`config.mk`:
```
export PLATFORM = sky130hd
export DESIGN_NAME = player_motion
export DESIGN_NICKNAME = d
export VERILOG_FILES = /design/src/rtl/player_motion.sv
export SDC_FILE = /design/constraint.sdc
export NUM_CORES = 1
export LEC_CHECK = 0
export BUFFER_PORTS_ARGS = -buffer_cell sky130_fd_sc_hd__buf_2
export CAP_MARGIN = 25
export CORE_AREA = 3 3 86 88
export CTS_BUF_LIST = sky130_fd_sc_hd__clkbuf_2 sky130_fd_sc_hd__clkbuf_4 sky130_fd_sc_hd__clkbuf_8
export CTS_CLUSTER_SIZE = 12
export DETAILED_ROUTE_END_ITERATION = 7
export DIE_AREA = 0 0 89 91
export GPL_TIMING_DRIVEN = 0
export HOLD_SLACK_MARGIN = 0.05
export PLACE_DENSITY_LB_ADDON = 0.08
export SYNTH_ARGS = -nofsm -noshare
export SYNTH_HDL_FRONTEND = slang
export SYNTH_SLANG_ARGS = --single-unit
```
`constraint.sdc`:
```
create_clock -name clk -period 4.58 [get_ports clk]
set_clock_uncertainty 0.15 [all_clocks]
set_input_delay 0.229 -clock clk [delete_from_list [all_inputs] [get_ports clk]]
set_output_delay 0.229 -clock clk [all_outputs]
set_load 0.1 [all_outputs]
```
`src/rtl/player_motion.sv`:
```
// Player sprite motion controller: once per video frame it walks the sprite
// left/right, applies jumps (up to a double jump), gravity and floor/ceiling
// limits. Frame timing comes from the VGA vsync, brought into the clk domain.
//
// state  | meaning
// -------+-----------------------------------------------------------
// GROUND | standing on the floor, y and vy frozen until a jump
// RISE   | airborne with vy < 0 (moving up)
// FALL   | airborne with vy >= 0 (apex or moving down)
module player_motion #(
    parameter int START_X    = 100,
    parameter int FLOOR_Y    = 458,
    parameter int SPRITE_W   = 22,
    parameter int SCREEN_W   = 640,
    parameter int WALK_SPEED = 3,
    parameter int JUMP_V     = 8,
    parameter int GRAVITY    = 1,
    parameter int MAX_FALL   = 9
) (
    input  logic       clk,
    input  logic       rst,
    input  logic       vsync,
    input  logic       btn_left,
    input  logic       btn_right,
    input  logic       btn_jump,
    output logic [9:0] pos_x,
    output logic [9:0] pos_y,
    output logic       facing,
    output logic       airborne
);

    typedef enum logic [1:0] {
        GROUND = 2'd0,
        RISE   = 2'd1,
        FALL   = 2'd2
    } state_t;

    localparam logic [9:0]         START_U = 10'(START_X);
    localparam logic [9:0]         FLOOR_U = 10'(FLOOR_Y);
    localparam logic [9:0]         WALK_U  = 10'(WALK_SPEED);
    localparam logic [9:0]         X_MAX   = 10'(SCREEN_W - SPRITE_W);
    localparam logic signed [10:0] FLOOR_S = 11'(FLOOR_Y);
    localparam logic signed [10:0] JUMP_S  = 11'(JUMP_V);
    localparam logic signed [5:0]  GRAV_S  = 6'(GRAVITY);
    localparam logic signed [5:0]  MAXF_S  = 6'(MAX_FALL);

    logic vsync_s1, vsync_s2, vsync_d;
    logic frame_tick;

    logic jump_d, jump_pending, jump_edge, jump_req, jump_ok;

    state_t            state, state_next;
    logic signed [5:0] vy, vy_next;
    logic [1:0]        jumps_used, jumps_next;
    logic [9:0]        y_next, x_next;
    logic              facing_next, airborne_next;

    logic signed [10:0] vy_eff;
    logic signed [10:0] y_sum;
    logic signed [5:0]  vy_eff6, vy_rise, vy_cap;
    logic [10:0]        x_up;

    // Two-flop synchronizer for vsync plus a delay flop for falling-edge detection
    always_ff @(posedge clk or negedge rst) begin
        if (!rst) begin
            vsync_s1 <= 1'b1;
            vsync_s2 <= 1'b1;
            vsync_d  <= 1'b1;
        end else begin
            vsync_s1 <= vsync;
            vsync_s2 <= vsync_s1;
            vsync_d  <= vsync_s2;
        end
    end

    assign frame_tick = vsync_d & ~vsync_s2;

    // Latch a jump press until the next frame tick consumes it
    always_ff @(posedge clk or negedge rst) begin
        if (!rst) begin
            jump_d       <= 1'b0;
            jump_pending <= 1'b0;
        end else begin
            jump_d <= btn_jump;
            if (frame_tick)
                jump_pending <= 1'b0;
            else if (jump_edge)
                jump_pending <= 1'b1;
        end
    end

    // A press landing in the tick cycle itself is used by that tick
    assign jump_edge = btn_jump & ~jump_d;
    assign jump_req  = jump_pending | jump_edge;
    assign jump_ok   = jump_req && (jumps_used < 2'd2);

    assign vy_eff  = jump_ok ? -JUMP_S
                   : (state == GROUND) ? 11'sd0
                   : {{5{vy[5]}}, vy};
    assign y_sum   = $signed({1'b0, pos_y}) + vy_eff;
    assign vy_eff6 = vy_eff[5:0];
    assign vy_rise = vy_eff6 + GRAV_S;
    assign vy_cap  = (vy_rise > MAXF_S) ? MAXF_S : vy_rise;
    assign x_up    = {1'b0, pos_x} + {1'b0, WALK_U};

    // State and output registers, advanced once per frame tick
    always_ff @(posedge clk or negedge rst) begin
        if (!rst) begin
            state      <= GROUND;
            vy         <= 6'sd0;
            jumps_used <= 2'd0;
            pos_x      <= START_U;
            pos_y      <= FLOOR_U;
            facing     <= 1'b0;
            airborne   <= 1'b0;
        end else if (frame_tick) begin
            state      <= state_next;
            vy         <= vy_next;
            jumps_used <= jumps_next;
            pos_x      <= x_next;
            pos_y      <= y_next;
            facing     <= facing_next;
            airborne   <= airborne_next;
        end
    end

    // Vertical next state: jump, gravity, floor landing and ceiling clamp
    always_comb begin
        state_next = state;
        vy_next    = vy;
        jumps_next = jumps_used;
        y_next     = pos_y;
        if (state != GROUND || jump_ok) begin
            jumps_next = jump_ok ? jumps_used + 2'd1 : jumps_used;
            if (y_sum >= FLOOR_S) begin
                y_next     = FLOOR_U;
                vy_next    = 6'sd0;
                jumps_next = 2'd0;
                state_next = GROUND;
            end else if (y_sum[10]) begin
                y_next     = 10'd0;
                vy_next    = 6'sd0;
                state_next = FALL;
            end else begin
                y_next     = y_sum[9:0];
                vy_next    = vy_cap;
                state_next = vy_cap[5] ? RISE : FALL;
            end
        end
    end

    // Horizontal next state and registered-output values
    always_comb begin
        x_next        = pos_x;
        facing_next   = facing;
        airborne_next = (state_next != GROUND);
        if (btn_left && !btn_right) begin
            x_next      = (pos_x < WALK_U) ? 10'd0 : pos_x - WALK_U;
            facing_next = 1'b1;
        end else if (btn_right && !btn_left) begin
            x_next      = (x_up > {1'b0, X_MAX}) ? X_MAX : x_up[9:0];
            facing_next = 1'b0;
        end
    end

endmodule

```
# [Word level (Yosys, flattened, before mapping)]
# Index checks and enable logic that the tools add are counted.
[classes] mux=21 addsub=5 bitwise_logic=5 n_lt_le_gt_ge=5 n_reduce_logical=15
[op_table] operator="two-way mux 10 bit" count=6
[op_table] operator="two-way mux 11 bit" count=2
[op_table] operator="two-way mux 6 bit" count=3
[op_table] operator="two-way mux 2 bit" count=6
[op_table] operator="adder 10 x 2 -> 11 bit, second input constant" count=1
[op_table] operator="adder 11 bit" count=1
[op_table] operator="greater-or-equal comparator 11 x 10 -> 1 bit, second input constant" count=1
[op_table] operator="greater-than comparator 11 x 10 -> 1 bit, second input constant" count=1
[op_table] operator="< comparator 10 x 2 -> 1 bit, second input constant" count=1
[op_table] operator="nonzero test 2 bit" count=5
[op_table] operator="subtractor 10 x 2 -> 10 bit, second input constant" count=1
[op_table] operator="adder 6 x 2 -> 6 bit, second input constant" count=1
[op_table] operator="greater-than comparator 6 x 5 -> 1 bit, second input constant" count=1
[op_table] operator="two-way mux 1 bit" count=4
[op_table] operator="AND reduction 2 bit" count=2
[op_table] operator="logical AND 1 bit" count=3
[op_table] operator="AND reduction 3 bit" count=1
[op_table] operator="adder 2 x 1 -> 2 bit, second input constant" count=1
[op_table] operator="AND 1 bit" count=2
[op_table] operator="logical NOT 1 bit" count=2
[op_table] operator="logical NOT 2 bit" count=1
[op_table] operator="< comparator 2 bit, second input constant" count=1
[op_table] operator="inverter 1 bit" count=2
[op_table] operator="logical OR 1 bit" count=1
[op_table] operator="bitwise OR 1 bit" count=1
[word_totals] ff_bits=37 in_bits=6

# [Logic depth before layout (Yosys ltp)]
[logic_depth] ltp_word=13 depth_mapped=16 ltp_nobuf=14

# [Worst setup path after synthesis]
# Ideal clock, no wire load.
[synth_path] kind="register to register" from="register jump_d" to="register vy[2]" period_less_slack_ns=3.550 slack_ns=1.030 t_arrival_ns=3.326 stages_incl_launch_ff=16 cell_sequence="dfrtp_1 > or2b_2 > a21oi_1 > clkbuf_8 > nor2_1 > nand2_1 > inv_1 > ha_1 > fa_1 > a21o_1 > a221oi_2 > a211oi_1 > mux2i_1 > nor2_1 > or4_4 > o21ai_2"
[synth_via] elab_chain_cells=10 word_cells_on_any_way=14 cone_classes="add/sub (2); order compare (2); mux (4); bitwise (3); reduce/logical (3)"
[synth_rtl] element="from (decl)" line_no="50" text="logic jump_d, jump_pending, jump_edge, jump_req, jump_ok;"
[synth_rtl] element="from (signal assigned)" line_no="84" text="jump_d <= btn_jump;"
[synth_rtl] element="inverter 1 bit (*)" line_no="93" text="assign jump_edge = btn_jump & ~jump_d;"
[synth_rtl] element="AND 1 bit (*)" line_no="93"
[synth_rtl] element="bitwise OR 1 bit (*)" line_no="94" text="assign jump_req = jump_pending | jump_edge;"
[synth_rtl] element="logical AND 1 bit (*)" line_no="95" text="assign jump_ok = jump_req && (jumps_used < 2'd2);"
[synth_rtl] element="branches (longest 6 deep; another with adder 11 bit)"
[synth_rtl] element="to (signal assigned)" line_no="118" text="vy <= vy_next;"
[synth_rtl] element="to (decl)" line_no="53" text="logic signed [5:0] vy, vy_next;"
# Every way passes the cells marked *.
# A chain may end at the register's enable or synchronous reset.

# [Final worst setup path]
[layout_path] from="input port btn_jump" to="register vy[1]"
[layout_via] elab_chain_cells=9 word_cells_on_any_way=13 cone_classes="add/sub (2); order compare (2); mux (4); bitwise (2); reduce/logical (3)"
[layout_rtl] element="from (decl)" line_no="25" text="input logic btn_jump,"
[layout_rtl] element="AND 1 bit (*)" line_no="93"
[layout_rtl] element="bitwise OR 1 bit (*)" line_no="94"
[layout_rtl] element="logical AND 1 bit (*)" line_no="95"
[layout_rtl] element="branches (longest 6 deep; another with adder 11 bit)"
# Marks and branches as above.

==> out/results.ini <==
[clock_tree]
cts_tree = done
cts_buffers = 5
clockBufferDepth = 2
root_buffer = clkbuf_8
clkSinkCount = 37
cts_resized = 0
hold_buffers = 3
post_cts_buffers = 0
path_clk_slew_ns = 0.09
htreeDepth = 2
clock_latency_ns = 0.30

[cells_and_area]
diodes = 0
drive_gt1_frac = 0.182
final.fill_count = 639
nets = 412
final_common_cell = nand2_1
area_delta_synth_final_pct = 12.3
mostFrequentLayoutCells = 49 x nand2_1, 34 x buf_2, 28 x o21ai_0

[setup_path]
ff2ff_setup_slack_ns = 0.59
crit_type = input port to flop
worst_ep_arrival_time_ns = 4.24
cp_max_fo = 10
end_kind = flop
cp.required_ns = 4.62
cp-start-kind = input port

[logic_synthesis]
yosysTopAreaCell = dfrtp_1
synth_fp_nets = 375
ys_ff_latch = 37
synthFlopType = dfrtp_1
netlist_instances = 352
synth_top_area_share = 0.220
synth_edf_count = 0
ys_warn_count = 0
synth_area_leaders = dfrtp_1 22%, dfstp_2 9.8%, ha_1 6.8%
ys_seq_area_frac = 0.318
avgSynthCellArea_sq_um = 8.40
async_flop_share = 1.00
synth_cell_types = 75
syn-cell-area_sq_um = 2960

[sta]
maxSlewViolCount = 0
fmax_mhz = 238
relSlewSlack = 0.380
setup_viol = 0
fin_tns_setup_ns = 0
fin_ws_ns = 0.385
rsz0062_at_grt = false
fin_crit_ns = 4.20
worstMarginPinSlew_ns = 0.907
holdWs_ns = 0.207
post-route-period-util = 0.916
hold_viol_final = 0

[power_and_ir_drop]
vdd_drop_max_v = 0.000525
total_leakage_power_nw = 1.39
cellPowerDensity_nw_per_um2 = 753

[routing]
drc_errors = 0
viasPerCell = 5.86
highest_layer = met4
wirelength_mm = 7.59
wl_met1_mm = 3.99
dr_wl_met3_um = 366
drtIter0Drc = 217
ant_nets = 0
dr.pass1.iters = 4
wire_per_inst_um = 16.2
wl_met2_mm = 3.17
dr_total_vias = 2755

[grt]
grt_max_degree = 38
track_usage = 0.191
grt_pass1_vias = 2435
grt_first_pass_wirelength_mm = 12.3
antenna_found_initial = 0
grt_overflow = 0

[hold_path]
hold_path_class = flop to flop

[placement]
dp_hpwl_mm = 5.58
preCtsSetupSlack_ns = 0.611
port_buffers = 27
gp_congestion = 0.862

[floorplan]
placementRows = 30
num_io_pins = 28
start_util = 0.440
die_area_sq_um = 8100
dieWidth_um = 89
die_y_um = 91
core_sq_um = 6720

[status]
status = completed

[job]
drv_cap = 0

-- layer usage --
metal,up-vias,GRT usage
li1,1384,-
met1,1290,0.309
met2,75,0.262
met3,6,0.0327
met4,0,0.0372
met5,-,0
-- area by class of cell --
| type | instances | area, sq um | share of cell area |
|---|---|---|---|
| plain buffers | 21 | 105 | 0.0317 |
| clock buffers | 7 | 90.1 | 0.0271 |
| clock inverters | 1 | 7.51 | 0.00226 |
| inverters | 12 | 45.0 | 0.0136 |
| multi-input cells | 282 | 1870 | 0.563 |
| flip-flops and latches | 37 | 940 | 0.283 |
| well taps | 80 | 100 | 0.0301 |
| repair buffers | 30 | 165 | 0.0497 |
-- cell families after synthesis --
| group | count (synthesis) | share of synthesized area |
|---|---|---|
| simple gates | 126 | 0.216 |
| flops | 37 | 0.318 |
| compound gates | 122 | 0.290 |
| mux | 3 | 0.0102 |
| xor+xnor | 14 | 0.0415 |
| fa+ha+maj | 17 | 0.0744 |
| buf+inv | 33 | 0.0508 |
-- synthesized netlist by cell type, drive strengths merged (2+ instances only) --
cell type and instances:
inv 12, nor3 7, nand3 5, o22a 2, o21bai 2, nor2b 3, buf 9, a211oi 4
a221oi 3, nor4b 2, o311ai 2, clkbuf 12, nor2 22, o211ai 3, a2111oi 3, nand2b 6
ha 16, a31oi 8, and4 2, nand4 2, o2111ai 2, nand3b 2, o31ai 14, nor4 4
and3 4, and2 6, a21oi 22, xor2 5, o22ai 2, a211o 2, or4 2, a21o 4
xnor2 9, o21a 3, or2 3, a32oi 2, mux2i 3, nand2 49, a22oi 2, o21ai 30
dfstp 11, dfrtp 26
-- flip-flops by register name, indices dropped and copies added (netlist names), 2 cells and up --
register    flops
vy              6
state           2
jumps_used      2
pos_y          10
pos_x          10
-- final timing paths --
path                       startpoint       end  cells past startpoint
max                          btn_jump     vy[1]                     17
min                          vsync_s1  vsync_s2                      0
max reg2reg                    jump_d     vy[1]                     15
min reg2reg                  vsync_s1  vsync_s2                      0
max in group asynchronous         rst  pos_x[0]                      2
min in group asynchronous         rst  pos_y[4]                      2
-- power breakdown --
part | switching [mW] | internal (mW) | leakage, nW | total [mW]
clock network | 0.125 | 0.128 | 0.0479 | 0.253
logic | 1.22 | 0.486 | 0.900 | 1.71
registers | 0.0857 | 0.449 | 0.444 | 0.535
total | 1.44 | 1.06 | 1.39 | 2.50
-- critical path, cell delays in order --
cell and delay [ns]:
dlygate4sd3_1 0.52, buf_2 0.10, or2b_2 0.31, a21oi_1 0.24, clkbuf_8 0.21, nor2_1 0.07
nand2_1 0.12, inv_1 0.07, ha_1 0.22, fa_1 0.41, a21o_1 0.22, a221oi_2 0.36
a211oi_1 0.15, mux2i_1 0.19, or2_2 0.18, nand3b_2 0.24, o41ai_1 0.39
-- per-stage QoR --
stage	instance area, sq um	cells	util	total power, mW
6_report	3320	470	0.494	2.50
5_1_grt	3320	470	0.494	2.68
4_1_cts	3320	470	0.494	2.50
3_5_place_dp	3190	459	0.475	2.23
3_3_place_gp	3190	459	0.475	2.23
2_1_floorplan	2960	352	-	1.91
(Power assumes the default switching activity.)
